### src/rtl/lzs_pkg.sv
// rtl/lzs_pkg.sv - shared widths, FSM encoding and width clamp for the token packer
package lzs_pkg;

    localparam int OUT_W  = 64;
    localparam int TOK_W  = 13;
    localparam int WID_W  = 4;
    localparam int BCNT_W = 6;

    typedef enum logic [1:0] {
        ST_RUN   = 2'd0,
        ST_FLUSH = 2'd1,
        ST_DRAIN = 2'd2,
        ST_DONE  = 2'd3
    } state_t;

    // widths above the token maximum are treated as the maximum
    function automatic logic [WID_W-1:0] clamp_width(input logic [WID_W-1:0] w);
        return (w > WID_W'(TOK_W)) ? WID_W'(TOK_W) : w;
    endfunction

endpackage

### src/rtl/encode_shift.sv
// rtl/encode_shift.sv - combinational merge of a right-aligned token behind the accumulator bits
module encode_shift #(
    parameter int OUT_W = 64,
    parameter int TOK_W = 13
) (
    input  logic [OUT_W-1:0] acc,
    input  logic [5:0]       bcnt,
    input  logic [TOK_W-1:0] tok,
    input  logic [3:0]       width,
    output logic [OUT_W-1:0] hi,
    output logic [OUT_W-1:0] lo,
    output logic [6:0]       total
);

    logic [TOK_W-1:0]   tok_m;
    logic [7:0]         sh;
    logic [2*OUT_W-1:0] placed;
    logic [2*OUT_W-1:0] merged;

    // mask the token to its width, then drop it just behind the last valid accumulator bit;
    // hi is the first 64 bits of the stream, lo holds any overflow, MSB-aligned
    always_comb begin
        tok_m  = tok & ((TOK_W'(1) << width) - TOK_W'(1));
        total  = {1'b0, bcnt} + {3'b000, width};
        sh     = 8'd128 - {1'b0, total};
        placed = {{(2*OUT_W-TOK_W){1'b0}}, tok_m} << sh;
        merged = {acc, {OUT_W{1'b0}}} | placed;
        hi     = merged[2*OUT_W-1:OUT_W];
        lo     = merged[OUT_W-1:0];
    end

endmodule

### src/rtl/encode_out.sv
// rtl/encode_out.sv - packs variable-width tokens MSB-first into 64-bit words; ENCODE_OUT_STAT_EN adds out_bits counter
module encode_out #(
    parameter int OUT_W = lzs_pkg::OUT_W,
    parameter int TOK_W = lzs_pkg::TOK_W
) (
    input  logic             clk,
    input  logic             rst,
    input  logic [TOK_W-1:0] token_data,
    input  logic [3:0]       token_width,
    input  logic             token_valid,
    input  logic             token_last,
    output logic             token_ack,
    input  logic             fo_full,
    output logic [OUT_W-1:0] fo_data,
    output logic             fo_wen,
    output logic             done_o
`ifdef ENCODE_OUT_STAT_EN
    ,
    output logic [31:0]      out_bits
`endif
);

    import lzs_pkg::*;

    state_t           state;
    state_t           state_nxt;
    logic [OUT_W-1:0] acc;
    logic [5:0]       bcnt;
    logic             pend;
    logic [3:0]       width_c;
    logic [OUT_W-1:0] m_hi;
    logic [OUT_W-1:0] m_lo;
    logic [6:0]       total;
    logic             in_run;
    logic             accept;
    logic             out_free;
    logic             load_flush;
    logic             load;

    assign width_c    = clamp_width(token_width);
    assign out_free   = !pend || !fo_full;
    assign fo_wen     = pend && !fo_full;
    assign token_ack  = rst && token_valid && in_run && out_free;
    assign accept     = token_ack;
    assign load_flush = (state == ST_FLUSH) && out_free && (bcnt != 6'd0);
    assign load       = (accept && total[6]) || load_flush;

    encode_shift #(
        .OUT_W (OUT_W),
        .TOK_W (TOK_W)
    ) u_shift (
        .acc   (acc),
        .bcnt  (bcnt),
        .tok   (token_data),
        .width (width_c),
        .hi    (m_hi),
        .lo    (m_lo),
        .total (total)
    );

    // state register
    always_ff @(posedge clk or negedge rst) begin
        if (!rst) begin
            state <= ST_RUN;
        end else begin
            state <= state_nxt;
        end
    end

    // next state: flush waits for a free output slot, drain ends once the last word leaves
    always_comb begin
        state_nxt = state;
        case (state)
            ST_RUN:   if (accept && token_last) state_nxt = ST_FLUSH;
            ST_FLUSH: if (out_free)             state_nxt = ST_DRAIN;
            ST_DRAIN: if (out_free)             state_nxt = ST_DONE;
            ST_DONE:                            state_nxt = ST_RUN;
            default:                            state_nxt = ST_RUN;
        endcase
    end

    // state-decoded outputs
    always_comb begin
        in_run = (state == ST_RUN);
        done_o = (state == ST_DONE);
    end

    // accumulator, output word and pending flag; a drain and a reload may share one edge
    always_ff @(posedge clk or negedge rst) begin
        if (!rst) begin
            acc     <= '0;
            bcnt    <= '0;
            pend    <= 1'b0;
            fo_data <= '0;
        end else begin
            if (accept) begin
                bcnt <= total[5:0];
                if (total[6]) begin
                    fo_data <= m_hi;
                    acc     <= m_lo;
                end else begin
                    acc <= m_hi;
                end
            end else if (load_flush) begin
                fo_data <= acc;
                acc     <= '0;
                bcnt    <= '0;
            end else if (done_o) begin
                acc  <= '0;
                bcnt <= '0;
            end
            pend <= load || (pend && !fo_wen);
        end
    end

`ifdef ENCODE_OUT_STAT_EN
    // running count of accepted token bits for the current stream
    always_ff @(posedge clk or negedge rst) begin
        if (!rst) begin
            out_bits <= '0;
        end else if (done_o) begin
            out_bits <= '0;
        end else if (accept) begin
            out_bits <= out_bits + {28'd0, width_c};
        end
    end
`endif

endmodule

### config.mk
export PLATFORM = sky130hd
export DESIGN_NAME = encode_out
export DESIGN_NICKNAME = d
export VERILOG_FILES = /design/src/rtl/lzs_pkg.sv /design/src/rtl/encode_shift.sv /design/src/rtl/encode_out.sv
export SDC_FILE = /design/constraint.sdc
export NUM_CORES = 1
export LEC_CHECK = 0
export CAP_MARGIN = 20
export CORE_MARGIN = 2
export CORE_UTILIZATION = 51
export DETAILED_ROUTE_END_ITERATION = 7
export PLACE_DENSITY_LB_ADDON = 0.2
export SYNTH_ARGS = -nofsm -noshare
export SYNTH_HDL_FRONTEND = slang
export SYNTH_SLANG_ARGS = --single-unit
### constraint.sdc
create_clock -name clk -period 2.9 [get_ports clk]
set_input_delay 0.58 -clock clk [delete_from_list [all_inputs] [get_ports clk]]
set_output_delay 0.58 -clock clk [all_outputs]
set_load 0.05 [all_outputs]
== Word level (Yosys, flattened, before mapping) ==
Cells that the tools add are included.

* Muxes and demuxes: 15
* Reductions and logical operators: 21
* Equal/unequal tests: 7
* Shifts and indexed selects: 2
* Bitwise gates (word level): 2
* $add $sub $neg: 3
* Magnitude comparators: 1

{| class="wikitable"
|+ Operator list
! operator !! number
|-
| $mux W64 || 7
|-
| $or A128 B128 Y128 || 1
|-
| $shl A13 B8 Y128 || 1
|-
| $mux W6 || 3
|-
| $and A13 B13 Y13 || 1
|-
| $shl A1 B4 Y13 const A || 1
|-
| $sub A13 B1 Y13 const B || 1
|-
| $logic_and A1 B1 Y1 || 9
|-
| $pmux W2 S4 || 1
|-
| $sub A8 B7 Y8 const A || 1
|-
| $add A6 B4 Y7 || 1
|-
| $mux W2 || 3
|-
| $ne A2 B2 Y1 const B || 3
|-
| $reduce_bool A6 Y1 || 1
|-
| $eq A2 B2 Y1 const B || 2
|-
| $gt A4 B4 Y1 const B || 1
|-
| $mux W4 || 1
|-
| $logic_not A1 Y1 || 3
|-
| $logic_or A1 B1 Y1 || 3
|-
| $reduce_and A3 Y1 || 1
|-
| $reduce_bool A3 Y1 || 1
|-
| $eq A2 B1 Y1 const B || 1
|-
| $logic_not A2 Y1 || 1
|-
| $ne A2 B1 Y1 const B || 1
|-
| 2 further kinds || 2
|}

* Flip-flop bits (word level): 137

== Depth between registers and ports, before layout ==
Gate-level depths: netlist of run 1.

* Depth in word-level cells: 9
* Gate-level depth with buffers: 18
* Mapped depth without buffers: 15

== Modules after synthesis ==
From an unflattened synthesis of run 1, not the netlist that was laid out.

* Cells, all modules: 935
* Area total of the unflattened synthesis: 9,990.8 µm²

{| class="wikitable"
|+ Modules (own cells, without submodules)
! module !! times used !! area an instance (µm²) !! cells an instance
|-
| encode_out || 1 || 6,875.3 || 466
|-
| encode_shift || 1 || 3,115.5 || 469
|}

== Worst setup path before layout of run 1 ==
Ideal clock, no wire load.

* Path kind: input to register
* From: in token_width[0]
* To: reg acc[21]
* Stages on the path: 15
* Setup slack: -0.889 ns
* Arrival time: 3.662 ns
* Data required time: 2.773 ns
* Cell sequence: clkbuf_1 > o21bai_1 > ha_1 > inv_1 > clkbuf_1 > ha_1 > buf_2 > inv_1 > xnor3_1 > clkbuf_1 > nor2_1 > o21ai_1 > mux2i_4 > a221oi_1 > nor2_1

* Cells in the longest elaborated chain, start to end: 9
* Elaborated cells between the ends (all ways): 11
* Those cells by class: 3 x add/sub; 1 x order compare; 2 x shift; 3 x mux; 2 x bitwise

{| class="wikitable"
|+ RTL lines
! what !! line !! text
|-
| start: declaration || encode_out.sv:9 || <nowiki>input logic [3:0] token_width,</nowiki>
|-
| $gt A4 B4 Y1 || lzs_pkg.sv:18 || <nowiki>return (w > WID_W'(TOK_W)) ? WID_W'(TOK_W) : w;</nowiki>
|-
| $mux W4 * || lzs_pkg.sv:18 ||
|-
| parallel branches: the longest is 5 deep, another holds $sub A8 B7 Y8 || n/a ||
|-
| $mux W64 * || encode_out.sv:98 || <nowiki>if (total[6]) begin</nowiki>
|-
| $mux W64 * || encode_out.sv:96 || <nowiki>if (accept) begin</nowiki>
|-
| end signal: assignment || encode_out.sv:100 || <nowiki>acc <= m_lo;</nowiki>
|-
| end signal: assignment || encode_out.sv:102 || <nowiki>acc <= m_hi;</nowiki>
|-
| end: declaration || encode_out.sv:27 || <nowiki>logic [OUT_W-1:0] acc;</nowiki>
|}

Mark *: on every way between the ends.
A chain may end at the register's enable or synchronous reset.

== Worst setup path after layout of run 1 ==
* From: reg bcnt[0]
* To: reg acc[32]

* Cells in the longest elaborated chain, start to end: 6
* Elaborated cells between the ends (all ways): 10
* Those cells by class: 2 x add/sub; 1 x shift; 3 x mux; 1 x bitwise; 3 x reduce/logical

{| class="wikitable"
|+ RTL lines
! what !! line !! text
|-
| start: declaration || encode_out.sv:28 || <nowiki>logic [5:0] bcnt;</nowiki>
|-
| start signal: assignment || encode_out.sv:97 || <nowiki>bcnt <= total[5:0];</nowiki>
|-
| $add A6 B4 Y7 || encode_shift.sv:24 || <nowiki>total = {1'b0, bcnt} + {3'b000, width};</nowiki>
|-
| $sub A8 B7 Y8 || encode_shift.sv:25 || <nowiki>sh = 8'd128 - {1'b0, total};</nowiki>
|-
| $shl A13 B8 Y128 || encode_shift.sv:26 || <nowiki>placed = {{(2*OUT_W-TOK_W){1'b0}}, tok_m} << sh;</nowiki>
|-
| $or A128 B128 Y128 || encode_shift.sv:27 || <nowiki>merged = {acc, {OUT_W{1'b0}}} | placed;</nowiki>
|-
| $mux W64 || encode_out.sv:98 ||
|-
| $mux W64 || encode_out.sv:96 ||
|}

Several ways; a longest one is shown, not always the timed one.

==> results of run 1 <==
worst max path at each step:
| stage | start | end | cells past startpoint |
|---|---|---|---|
| 6_report | bcnt[0] | acc[32] | 12 |
| 5_1_grt | token_width[2] | acc[58] | 18 |
| 4_1_cts | token_width[2] | fo_data[53] | 17 |
| 3_5_place_dp | token_width[2] | fo_data[53] | 17 |
| 3_3_place_gp | token_width[2] | fo_data[50] | 18 |
| 2_1_floorplan | token_width[2] | fo_data[53] | 13 |
Yosys cell counts, types with 7 or more instances:
| master | count | area (µm²) |
|---|---|---|
| a211oi_1 | 8 | 60.1 |
| a21oi_1 | 72 | 360 |
| a22o_1 | 15 | 131 |
| a22oi_1 | 9 | 67.6 |
| a31oi_1 | 10 | 62.6 |
| buf_2 | 18 | 90.1 |
| clkbuf_1 | 26 | 97.6 |
| dfrtp_1 | 137 | 3430 |
| ha_1 | 10 | 125 |
| inv_1 | 13 | 48.8 |
| mux2_2 | 40 | 450 |
| mux2i_1 | 20 | 200 |
| nand2_1 | 82 | 308 |
| nand2b_1 | 11 | 68.8 |
| nand3_1 | 19 | 95.1 |
| nor2_1 | 80 | 300 |
| nor3_1 | 14 | 70.1 |
| o21ai_0 | 40 | 200 |
| o21ai_1 | 31 | 155 |
| o22ai_1 | 14 | 87.6 |
| or3_1 | 7 | 43.8 |
cell type report:
| type | count | share of cell area |
|---|---|---|
| repair buffers | 311 | 0.225 |
| clock buffers | 18 | 0.0339 |
| multi-input cells | 602 | 0.438 |
| well taps | 188 | 0.0186 |
| clock inverters | 14 | 0.00889 |
| inverters | 14 | 0.00444 |
| flip-flops and latches | 137 | 0.271 |
per-stage QoR:
step / worst slack (ns) / hold WS (ns)
global placement: -1.18 / 0.413
finish: -0.234 / 0.486
floorplan: -0.415 / 0.284
detailed placement: -1.23 / 0.421
CTS: -0.183 / 0.485
global route: -0.336 / 0.518
worst max-delay path: cells and delay by family (launching register included):
kind / cells / cell delay [ns]
fa+ha+maj: 1 / 0.20
compound gates: 6 / 1.43
buf+inv: 3 / 0.47
xor+xnor: 1 / 0.29
flops: 1 / 0.43
simple gates: 1 / 0.20
state kept, by name (all words and copies together) (netlist names):
register and count:
fo_data 64, acc 64, pend 1, state 2
bcnt 6
what timing repair did:
action	CTS	global route
endpoints found under the setup margin	128	96
gates cloned	1	0
pin swaps	72	46
hold buffers	1	0
endpoints found under the hold margin	15	0
buffers inserted	40	21
resized for setup	213	110
power by group through the flow:
| stage | logic, mW | clock network, mW | registers [mW] |
|---|---|---|---|
| 6_report | 11.1 | 2.04 | 2.56 |
| 5_1_grt | 11.5 | 2.11 | 2.60 |
| 4_1_cts | 9.68 | 2.03 | 2.54 |
| 3_5_place_dp | 7.79 | 0 | 2.55 |
| 3_3_place_gp | 7.68 | 0 | 2.53 |
| 2_1_floorplan | 3.83 | 0 | 3.32 |
logic make-up after synthesis:
logic type               Yosys count  synth area share
buffers and inverters             64            0.0359
AND/OR/NAND/NOR                  255             0.160
adder cells (fa/ha/maj)           10            0.0162
AO/OA/AOI/OAI                    263             0.224
multiplexers                      62            0.0884
flip-flops                       137             0.443
XOR/XNOR                          12            0.0326
per-layer routing:
layer,vias to the layer above,GRT usage
met5,-,0
met3,163,0.0666
met2,468,0.580
met1,3952,0.421
li1,3507,-
met4,0,0.195
==> flow_summary.ini, run 1 <==
[status]
status = finished, violations left
violations = negative setup slack

[sta]
setup_slack_ns = -0.234
setup_viol = 83
final_max_slew_viol_count = 0
fmax_ghz = 0.319
hold_viol = 0
rsz0062_at_grt = yes
finalCritPeriodShare = 1.08
tns_ns = -7.86
worstMarginPinSlew_ns = 0.817
skew_ns = 0.0101
post-route-min-period_ns = 3.13
slew_headroom = 0.455

[detailed_routing]
viasPerCell = 6.30
top_layer = met4
met1_length_um = 11000
drc = 0
ant_nets = 0
route.met2.wl_um = 14300
routed-via-count = 8090
routed_wl_um = 29500
wl_met3_um = 2440
drt-initial-drc-count = 722
wl_per_cell_um = 23.0
firstDrtPassIters = 5

[yosys]
yosysWarningCount = 0
syn_nets = 835
synth.avg_cell_area_um2 = 9.64
async_flop_share = 1.00
syn_area_um2 = 7740
synth-edff-count = 0
synthCells = 803
ys_types = 83
synth_seq_cells = 137
yosysSeqAreaShare = 0.443
ys.flop_type = dfrtp_1

[finish]
layout_commonest_cell = buf_4
stdcell_area_um2 = 12700
seq_area_um2 = 3430
layout_common_cells = buf_4, dfrtp_1, clkdlybuf4s50_1
final_nets = 1115
multi_input_area_um2 = 5550
final_util = 0.843
synthToLayoutAreaGrowth_pct = 63.6
fill_cells = 773
drive_gt1_frac = 0.506
antennaDiodeCount = 0
layoutNonFillerInstCount = 1284

[pwr]
p_comb_frac = 0.707
power_switching_mw = 7.48
pwr-share-clk = 0.130
p_per_area_nw_per_um2 = 1240
pwr-share-seq = 0.163
power_mw = 15.7
ir_drop_mv = 0.774
power.leakage_nw = 5.33
netSwitchingFraction = 0.477
internal_power_mw = 8.20

[placement]
portBuffers = 88
numPlacedInstances = 1198
place_hpwl_um = 18900
placed_cell_area_um2 = 10200
place_congestion = 0.952

[critical_path]
rr_startpoint = bcnt[0]
cp.required_ns = 3.23
crit_path_frequent_cell = buf_6
ff2ff_setup_slack_ns = -0.23
ff2ff_path_depth = 12
cp_slowest_stage_delay_ns = 0.43
r2r-end = acc[32]
cp_max_fo = 4
worstPathArrival_ns = 3.47
critPathKind = reg -> reg
crit_chain = ha_4, buf_6, a31oi_4, o21ai_4, xnor2_4, buf_6, nand4_1, o31ai_2, a21o_1, buf_4, a22oi_1, o21ai_0
cp-start-kind = flip-flop
critPathSlowestCell = dfrtp_1
end_kind = flip-flop

[clock_tree]
cts_num_sinks = 137
path_clk_slew_ns = 0.07
cts_made_buffers = 17
cts-root-buf = clkbuf_16
clockBufferDepth = 2
cts_tree = yes
clock_latency_ns = 0.43
h-tree-depth = 4

[global_routing]
grt_pass1_vias = 8138
antenna_found_initial = 0
grt_pass1_wl_um = 43500
grt_usage = 0.346
grt_max_degree = 63
grt_overflow = 0

[floorplanning]
io_pins = 89
die_y_um = 127
start_util = 0.515
num_rows = 45
die_area_um2 = 16200
die_x_um = 127
core_area_um2 = 15000

[min_path]
hold_end = acc[48]
hp-start = acc[48]
hold_depth = 2
hold_class = reg -> reg

[job]
cap_violations = 0
(Power assumes the default switching activity.)
==> inputs of run 2 (changes only) <==
--- a/config.mk
+++ b/config.mk
@@ -10,6 +10,8 @@
 export CORE_UTILIZATION = 51
 export DETAILED_ROUTE_END_ITERATION = 7
 export PLACE_DENSITY_LB_ADDON = 0.2
+export SETUP_SLACK_MARGIN = 0.4
+export SKIP_LAST_GASP = 1
 export SYNTH_ARGS = -nofsm -noshare
 export SYNTH_HDL_FRONTEND = slang
 export SYNTH_SLANG_ARGS = --single-unit
==> flow_summary.ini, run 2 (synthesis gave the netlist of run 1 again) <==
[detailed_routing]
routed_wl_um = 35400
ant_nets = 0
routed-via-count = 8758
firstDrtPassIters = 7
drt-initial-drc-count = 1043
wl_per_cell_um = 26.8
viasPerCell = 6.61
drc = 0

[global_routing]
grt_pass1_vias = 8472
grt_overflow = 0
antenna_found_initial = 0
grt_max_degree = 138
grt_pass1_wl_um = 47700
grt_usage = 0.385

[clock_tree]
cts_num_sinks = 137
h-tree-depth = 4
clockBufferDepth = 2
cts-root-buf = clkbuf_16
cts_tree = yes
path_clk_slew_ns = 0.07
cts_made_buffers = 17
clock_latency_ns = 0.44

[critical_path]
critPathKind = in -> reg
worstPathArrival_ns = 3.66
cp-start-kind = primary input
cp_slowest_stage_delay_ns = 0.52
cp_max_fo = 6
crit_path_frequent_cell = a21oi_2
end_kind = flip-flop
cp.required_ns = 3.26
critPathSlowestCell = or4_4
crit_chain = buf_8, buf_6, or4_4, ha_4, or4b_4, o22ai_4, or3_1, o211a_1, nor2_1, or3_4, mux2i_4, a21oi_2, a21oi_2
crit_path_start = token_width[2]
rr_startpoint = bcnt[0]

[finish]
fill_cells = 604
layout_commonest_cell = buf_4
stdcell_area_um2 = 13400
top_regs = acc x64, fo_data x64, bcnt x6
final_nets = 1155
synthToLayoutAreaGrowth_pct = 73.5
antennaDiodeCount = 0
drive_gt1_frac = 0.526
layout_common_cells = buf_4, dfrtp_1, clkdlybuf4s50_1
final_util = 0.894
seq_area_um2 = 3430
multi_input_area_um2 = 5740

[placement]
pre_cts_slack_ns = -1.48
portBuffers = 88
placed_cell_area_um2 = 10600
place_hpwl_um = 20500
place_congestion = 0.975

[floorplanning]
die_y_um = 127
num_rows = 45
start_util = 0.515
die_x_um = 127
die_area_um2 = 16200
core_area_um2 = 15000
io_pins = 89

[sta]
setup_viol = 90
worstMarginPinSlew_ns = 0.771
hold_viol = 0
holdWs_ns = 0.203
fmax_ghz = 0.304
rsz0062_at_grt = yes
final_max_slew_viol_count = 0
tns_ns = -16.63
post-route-min-period_ns = 3.29
slew_headroom = 0.486
setup_slack_ns = -0.393
finalCritPeriodShare = 1.14
skew_ns = 0.00934

[job]
cap_violations = 0

[pwr]
p_per_area_nw_per_um2 = 1260
power.leakage_nw = 5.68
ir_drop_mv = 0.886

[min_path]
hold_class = in -> async

[status]
violations = negative setup slack
status = finished, violations left
==> run 2: cell types whose count changed in the layout (fill, tap and decap cells not counted), moves of 4 or more <==
cell	previous run	this run
o21ai_0	17	12
nand3_2	9	4
mux2_2	37	7
nor2_1	57	61
o21ai_4	8	12
buf_12	10	20
nand3_1	9	14
buf_4	172	185
buf_6	44	56
mux2_4	4	34
==> run 2: per-stage QoR <==
stage | power (mW) | instances
2_1_floorplan | 7.27 | 803
3_3_place_gp | 10.4 | 1212
3_5_place_dp | 10.6 | 1212
4_1_cts | 14.6 | 1278
5_1_grt | 17.4 | 1324
6_report | 16.9 | 1324
==> run 2: power by group <==
part           switching, mW  internal, mW
Combinational           6.74          5.35
Sequential             0.315          2.30
Clock                   1.02          1.22
Total                   8.08          8.87
==> run 2: final timing paths <==
path / end / slack, ns / cells past startpoint
setup / recovery: fo_data[53] / -0.39 / 13
hold / removal: state[0] / 0.20 / 2
setup reg to reg: fo_data[53] / -0.35 / 14
hold reg to reg: acc[2] / 0.48 / 2
max in group asynchronous: acc[13] / 2.08 / 2
min in group clk: acc[2] / 0.48 / 2
==> run 2: metal layers <==
| layer | vias to the layer above | share of wire | GRT usage |
|---|---|---|---|
| li1 | 3589 | - | - |
| met1 | 4333 | 0.37 | 0.485 |
| met2 | 619 | 0.48 | 0.623 |
| met3 | 217 | 0.086 | 0.0817 |
| met4 | 0 | 0.069 | 0.213 |
| met5 | - | 0 | 0 |
==> run 2: what timing repair did <==
item,CTS,global route
cloned,2,0
endpoints found under the setup margin,129,130
setup buffers,32,46
hold buffers,0,0
pin swaps,93,88
resized for setup,201,152
==> run 2: final cells by class <==
cell class,instances,area share
Sequential cell,137,0.255
Inverter,14,0.00466
Multi-Input combinational cell,602,0.427
Timing Repair Buffer,351,0.252
Tap cell,188,0.0175
Clock buffer,17,0.0317
Clock inverter,15,0.0118
==> run 2: critical path, delay by kind of cell <==
family / cells / cell delay, ns
compound gates: 4 / 0.70
fa+ha+maj: 1 / 0.20
buf+inv: 2 / 0.22
mux: 1 / 0.34
simple gates: 5 / 1.63
